[src/rtl/ball_hit_renderer.sv]
// ball_hit_renderer: Avalon-MM ball registers with vsync commit and a 2-stage pixel hit test
module ball_hit_renderer #(
    parameter int NUM_BALLS = 4,
    parameter int ID_W      = 2,
    parameter int COORD_W   = 10,
    parameter int RAD_W     = 6
) (
    input  logic               Clk,
    input  logic               Reset_n,
    input  logic [3:0]         avs_address,
    input  logic               avs_write,
    input  logic [31:0]        avs_writedata,
    input  logic               avs_read,
    output logic [31:0]        avs_readdata,
    input  logic               VGA_VS,
    input  logic [COORD_W-1:0] DrawX,
    input  logic [COORD_W-1:0] DrawY,
    output logic               is_ball,
    output logic [ID_W-1:0]    ballID,
    output logic               frame_irq
);
    localparam int SQ_W = 2 * COORD_W;
    localparam int R2_W = 2 * RAD_W;

    logic [31:0]        sh [NUM_BALLS];
    logic [COORD_W-1:0] act_x [NUM_BALLS];
    logic [COORD_W-1:0] act_y [NUM_BALLS];
    logic [RAD_W-1:0]   act_r [NUM_BALLS];
    logic [NUM_BALLS-1:0] act_en;
    logic               pending, vs_d;
    logic [ID_W-1:0]    idx;
    logic               ball_wr, ctrl_wr, commit;
    logic [31:0]        rd_word;
    logic [SQ_W-1:0]    dx2_c [NUM_BALLS];
    logic [SQ_W-1:0]    dy2_c [NUM_BALLS];
    logic [R2_W-1:0]    r2_c  [NUM_BALLS];
    logic [SQ_W-1:0]    dx2_q [NUM_BALLS];
    logic [SQ_W-1:0]    dy2_q [NUM_BALLS];
    logic [R2_W-1:0]    r2_q  [NUM_BALLS];
    logic [NUM_BALLS-1:0] en_q, hit;
    logic [ID_W-1:0]    hit_id;

    assign idx     = avs_address[ID_W-1:0];
    assign ball_wr = avs_write && (avs_address < 4'(NUM_BALLS));
    assign ctrl_wr = avs_write && (avs_address == 4'(NUM_BALLS));
    assign commit  = vs_d & ~VGA_VS & pending;

    // Shadow words take writes; active fields are copied from the pre-write shadow on a commit edge
    always_ff @(posedge Clk or negedge Reset_n) begin
        if (!Reset_n) begin
            for (int i = 0; i < NUM_BALLS; i++) begin
                sh[i]    <= '0;
                act_x[i] <= '0;
                act_y[i] <= '0;
                act_r[i] <= '0;
            end
            act_en    <= '0;
            pending   <= 1'b0;
            frame_irq <= 1'b0;
            vs_d      <= 1'b1;
        end else begin
            vs_d <= VGA_VS;
            if (ball_wr)
                sh[idx] <= avs_writedata;
            if (commit)
                for (int i = 0; i < NUM_BALLS; i++) begin
                    act_x[i]  <= sh[i][COORD_W-1:0];
                    act_y[i]  <= sh[i][2*COORD_W-1:COORD_W];
                    act_r[i]  <= sh[i][2*COORD_W+RAD_W-1:2*COORD_W];
                    act_en[i] <= sh[i][31];
                end
            pending   <= (ctrl_wr && avs_writedata[0]) ? 1'b1 : commit ? 1'b0 : pending;
            frame_irq <= commit ? 1'b1 : (ctrl_wr && avs_writedata[1]) ? 1'b0 : frame_irq;
        end
    end

    // Read mux: shadow word, CTRL status, or zero for unmapped addresses
    always_comb begin
        rd_word = '0;
        if (avs_address < 4'(NUM_BALLS))
            rd_word = sh[idx];
        else if (avs_address == 4'(NUM_BALLS))
            rd_word[1:0] = {frame_irq, pending};
    end

    // Read data is captured one Clk after the strobe and held until the next read
    always_ff @(posedge Clk or negedge Reset_n) begin
        if (!Reset_n)
            avs_readdata <= '0;
        else if (avs_read)
            avs_readdata <= rd_word;
    end

    // Per-ball squared offsets using the magnitude of the signed difference
    for (genvar g = 0; g < NUM_BALLS; g++) begin : g_sq
        logic [COORD_W:0]   dx, dy;
        logic [COORD_W-1:0] adx, ady;
        assign dx  = {1'b0, DrawX} - {1'b0, act_x[g]};
        assign dy  = {1'b0, DrawY} - {1'b0, act_y[g]};
        assign adx = dx[COORD_W] ? ~dx[COORD_W-1:0] + 1'b1 : dx[COORD_W-1:0];
        assign ady = dy[COORD_W] ? ~dy[COORD_W-1:0] + 1'b1 : dy[COORD_W-1:0];
        assign dx2_c[g] = {{COORD_W{1'b0}}, adx} * {{COORD_W{1'b0}}, adx};
        assign dy2_c[g] = {{COORD_W{1'b0}}, ady} * {{COORD_W{1'b0}}, ady};
        assign r2_c[g]  = {{RAD_W{1'b0}}, act_r[g]} * {{RAD_W{1'b0}}, act_r[g]};
    end

    // Stage 1: register squares together with radius and enable so each pixel sees one coherent ball set
    always_ff @(posedge Clk or negedge Reset_n) begin
        if (!Reset_n) begin
            for (int i = 0; i < NUM_BALLS; i++) begin
                dx2_q[i] <= '0;
                dy2_q[i] <= '0;
                r2_q[i]  <= '0;
            end
            en_q <= '0;
        end else begin
            for (int i = 0; i < NUM_BALLS; i++) begin
                dx2_q[i] <= dx2_c[i];
                dy2_q[i] <= dy2_c[i];
                r2_q[i]  <= r2_c[i];
            end
            en_q <= act_en;
        end
    end

    // Distance compare at full width, then pick the lowest-numbered covering ball
    always_comb begin
        hit    = '0;
        hit_id = '0;
        for (int i = 0; i < NUM_BALLS; i++)
            hit[i] = en_q[i] && (({1'b0, dx2_q[i]} + {1'b0, dy2_q[i]}) <= (SQ_W+1)'(r2_q[i]));
        for (int i = NUM_BALLS - 1; i >= 0; i--)
            if (hit[i])
                hit_id = ID_W'(i);
    end

    // Stage 2: register pixel outputs
    always_ff @(posedge Clk or negedge Reset_n) begin
        if (!Reset_n) begin
            is_ball <= 1'b0;
            ballID  <= '0;
        end else begin
            is_ball <= |hit;
            ballID  <= hit_id;
        end
    end
endmodule
[config.mk]
export PLATFORM = sky130hd
export DESIGN_NAME = ball_hit_renderer
export DESIGN_NICKNAME = d
export VERILOG_FILES = /design/src/rtl/ball_hit_renderer.sv
export SDC_FILE = /design/constraint.sdc
export NUM_CORES = 2
export LEC_CHECK = 0
export ABC_AREA = 1
export BUFFER_PORTS_ARGS = -buffer_cell sky130_fd_sc_hd__buf_2
export CAP_MARGIN = 15
export CORE_MARGIN = 10
export CORE_UTILIZATION = 50
export CTS_CLUSTER_DIAMETER = 100
export DETAILED_ROUTE_END_ITERATION = 10
export PLACE_DENSITY = 0.67
export SYNTH_ARGS = -nofsm -noshare
export SYNTH_HDL_FRONTEND = slang
export SYNTH_SLANG_ARGS = --single-unit
[constraint.sdc]
create_clock -name Clk -period 11.6 [get_ports Clk]
set_input_delay 2.32 -clock Clk [delete_from_list [all_inputs] [get_ports Clk]]
set_output_delay 2.32 -clock Clk [all_outputs]
set_load 0.005 [all_outputs]
==> results.toml <==
[outcome]
outcome = "completed"

[grt]
grt_antenna_before_repair = 10
grt_max_degree = 152
first_global_vias = 40953
grt_pass1_wl_um = 209000
overflow = 0
grt_use_total_pct = 22.1

[synth]
syn_avg_cell_area_um2 = 8.01
ys_types = 73
yosys_warnings = 0
netlist_area_um2 = 50600
syn_inst = 6318
synth_fp_nets = 7434
synth-seq-area-share_pct = 23.4
synth_seq_cells = 474

[floorplan]
core_um2 = 100000
dieArea_um2 = 114000
start_util_pct = 50.4
fp-row-count = 116
die_x_um = 338
die_h_um = 338
ios = 97

[worst_setup_path]
cpPeakStageDelay_ps = 730
worstPathMaxFanout = 11
crit_slowest_cell = "xor2_1"
timing.rr.start = "act_y[0]"
cp_common_cell = "fa_1"
crit_path_start_kind = "input pin"
critical_path.startpoint = "DrawY[0]"
cp.required_ps = 12120
criticalPathCategory = "in -> reg"
cp.arrival_ps = 9590
end_kind = "flop"

[drt]
drtAntennaViolNets = 0
drt-total-wl_um = 127000
routed_via_density = 5.22
vias = 40769
drtPass1Iterations = 6
first_iter_violations = 2928
post-route-drc-count = 0
routedWlPerCell_um = 16.3

[cts]
holdBufCountCts = 0
cts_tree = "yes"
clock_latency_ps = 670
clock_sinks = 474
postCtsSetupBuffers = 0
clk_pin_slew_ps = 60
cts_buffers = 55
htreeDepth = 2
cts_buffer_depth = 3
cts_resized = 0
cts_root_buf = "clkbuf_16"

[finish]
drive_gt1_share_pct = 5.88
layout.nets = 7518
design_area_um2 = 54600
syn_to_final_growth_pct = 7.97
n_antenna_cell = 0

[placement]
placed_area_um2 = 52600
io_buffers = 96
pre_cts_slack_ps = 1880
gp_congestion = 0.890
dp_hpwl_um = 103000

[timing]
slew_viol_final = 0
rsz0062_at_grt = "no"
skew_ps = 44.6
setup_viol = 0
final.period_utilization_pct = 78.2
worst_pin_slew_ps = 1170
hold_viol_final = 0
setup_ws_ps = 2530
relSlewSlack_pct = 22.0
min_period_ps = 9070
fin_tns_setup_ps = 0
fmax_mhz = 110

[worst_hold_path]
hp-class = "reg -> reg"
hp-start = "act_en[1]"

[job]
drv_cap = 0
## metal layers
metal  part of all wire (%)  vias up  track usage (%)
li1                       -    20079                -
met1                     45    19711             29.9
met2                     47      813             37.2
met3                    5.3      156             3.15
met4                    2.1       10             4.90
met5                  0.045        -                0
## stage by stage
stage,util [%],std cells,hold WS (ps)
final,54.5,7805,380
after global routing,54.5,7805,403
after CTS,54.5,7805,377
after detailed placement,52.5,7702,368
after global placement,52.5,7702,358
after floorplan,-,6318,354
## sequential cells by signal, indices dropped and copies added (netlist names)
register	cells
ballID	2
r2_q	44
pending	1
frame_irq	1
act_y	40
is_ball	1
sh	128
act_r	24
act_x	40
avs_readdata	32
dx2_q	76
en_q	4
vs_d	1
act_en	4
dy2_q	76
## layout by cell type, fill, tap and decap left out, types with 7 or more instances in the layout
cell type   Yosys  layout
inv_1        1258    1258
nand2_1      1258    1256
ha_1          640     640
nor2_1        518     515
dfrtp_1       473     473
fa_1          415     415
o21ai_0       373     373
a21oi_1       271     271
nand3_1       214     212
xor2_1        193     193
buf_2           6      95
xnor2_1        93      93
clkbuf_16       0      55
nand4_1        52      52
nor3_1         49      49
nand2_2        38      40
a21o_1         36      36
a221oi_1       33      33
o22ai_1        31      31
inv_2          29      29
o21bai_1       24      24
a31oi_1        22      22
buf_4           4      19
o21ai_1        15      15
o21a_1         15      15
nor2_4         11      14
nand3b_1       14      14
xor2_2         12      12
a21boi_0       11      11
nand3_2         8      10
bufinv_16       0      10
o211ai_1        9       9
o21ai_2         8       8
clkinv_2        0       8
clkinvlp_4      0       8
a21oi_2         7       7
or2_2           7       7
nor2_2          7       7
## cell usage after synthesis (all sizes together)
| cell | count | area (um2) |
|---|---|---|
| nor3 | 53 | 285 |
| dfrtp | 473 | 11800 |
| nand2b | 2 | 12.5 |
| o2bb2ai | 1 | 8.76 |
| nand2 | 1298 | 4980 |
| o2111a | 1 | 11.3 |
| o22ai | 31 | 194 |
| a211oi | 4 | 30.0 |
| nand4 | 53 | 347 |
| nor2 | 536 | 2110 |
| nand3b | 15 | 116 |
| or2 | 13 | 83.8 |
| o2111ai | 2 | 17.5 |
| o31ai | 6 | 45.0 |
| dfstp | 1 | 26.3 |
| o211ai | 9 | 67.6 |
| a31oi | 23 | 150 |
| a22oi | 2 | 15.0 |
| o311ai | 1 | 8.76 |
| nor4 | 6 | 37.5 |
| o221ai | 2 | 17.5 |
| o21a | 15 | 113 |
| inv | 1288 | 4840 |
| and3 | 1 | 6.26 |
| or3b | 1 | 8.76 |
| o21ai | 397 | 2030 |
| nor3b | 4 | 30.0 |
| clkbuf | 75 | 282 |
| a2111oi | 6 | 52.6 |
| a32o | 1 | 10.0 |
| xor2 | 206 | 1910 |
| and2 | 5 | 31.3 |
| a221oi | 33 | 289 |
| a21o | 36 | 270 |
| o21bai | 27 | 221 |
| fa | 415 | 8310 |
| a311oi | 1 | 8.76 |
| buf | 14 | 97.6 |
| a31o | 6 | 52.6 |
| nand3 | 222 | 1150 |
| a21oi | 278 | 1420 |
| ha | 640 | 8010 |
| a21boi | 15 | 116 |
| xnor2 | 100 | 940 |
## final cells by class
type	count	area (um2)
Sequential cell	474	11900
Clock inverter	37	553
Fill cell	9382	45700
Timing Repair Buffer	116	653
Clock buffer	66	1470
Multi-Input combinational cell	4467	33600
Tap cell	1357	1700
Inverter	1288	4840
## path summary, 6_finish.rpt
path	endpoint	slack, ps	depth (start not counted)
min in group asynchronous	dy2_q[70]	1600	1
worst min-delay path	en_q[1]	380	0
worst max-delay path	dy2_q[16]	2530	28
worst min register to register	en_q[1]	380	0
max in group asynchronous	dx2_q[4]	7800	3
worst max register to register	dy2_q[16]	4220	26
## critical path, delay by kind of cell
family	cells	cell delay [ps]
adders and majority gates	8	3500
xor gates and xnor gates	2	880
buffers and inverters	6	550
AOI/OAI and AO/OA	6	1680
and+or+nand+nor	6	630
## logic make-up after synthesis
group / count (synthesis) / synth area share [%]
xor+xnor: 306 / 5.64
fa+ha+maj: 1055 / 32.2
compound gates: 897 / 10.2
flops: 474 / 23.4
simple gates: 2209 / 18.2
buf+inv: 1377 / 10.3
Power is not shown: default switching activity piles up to over one toggle a cycle in this logic, so the estimate is an artifact.
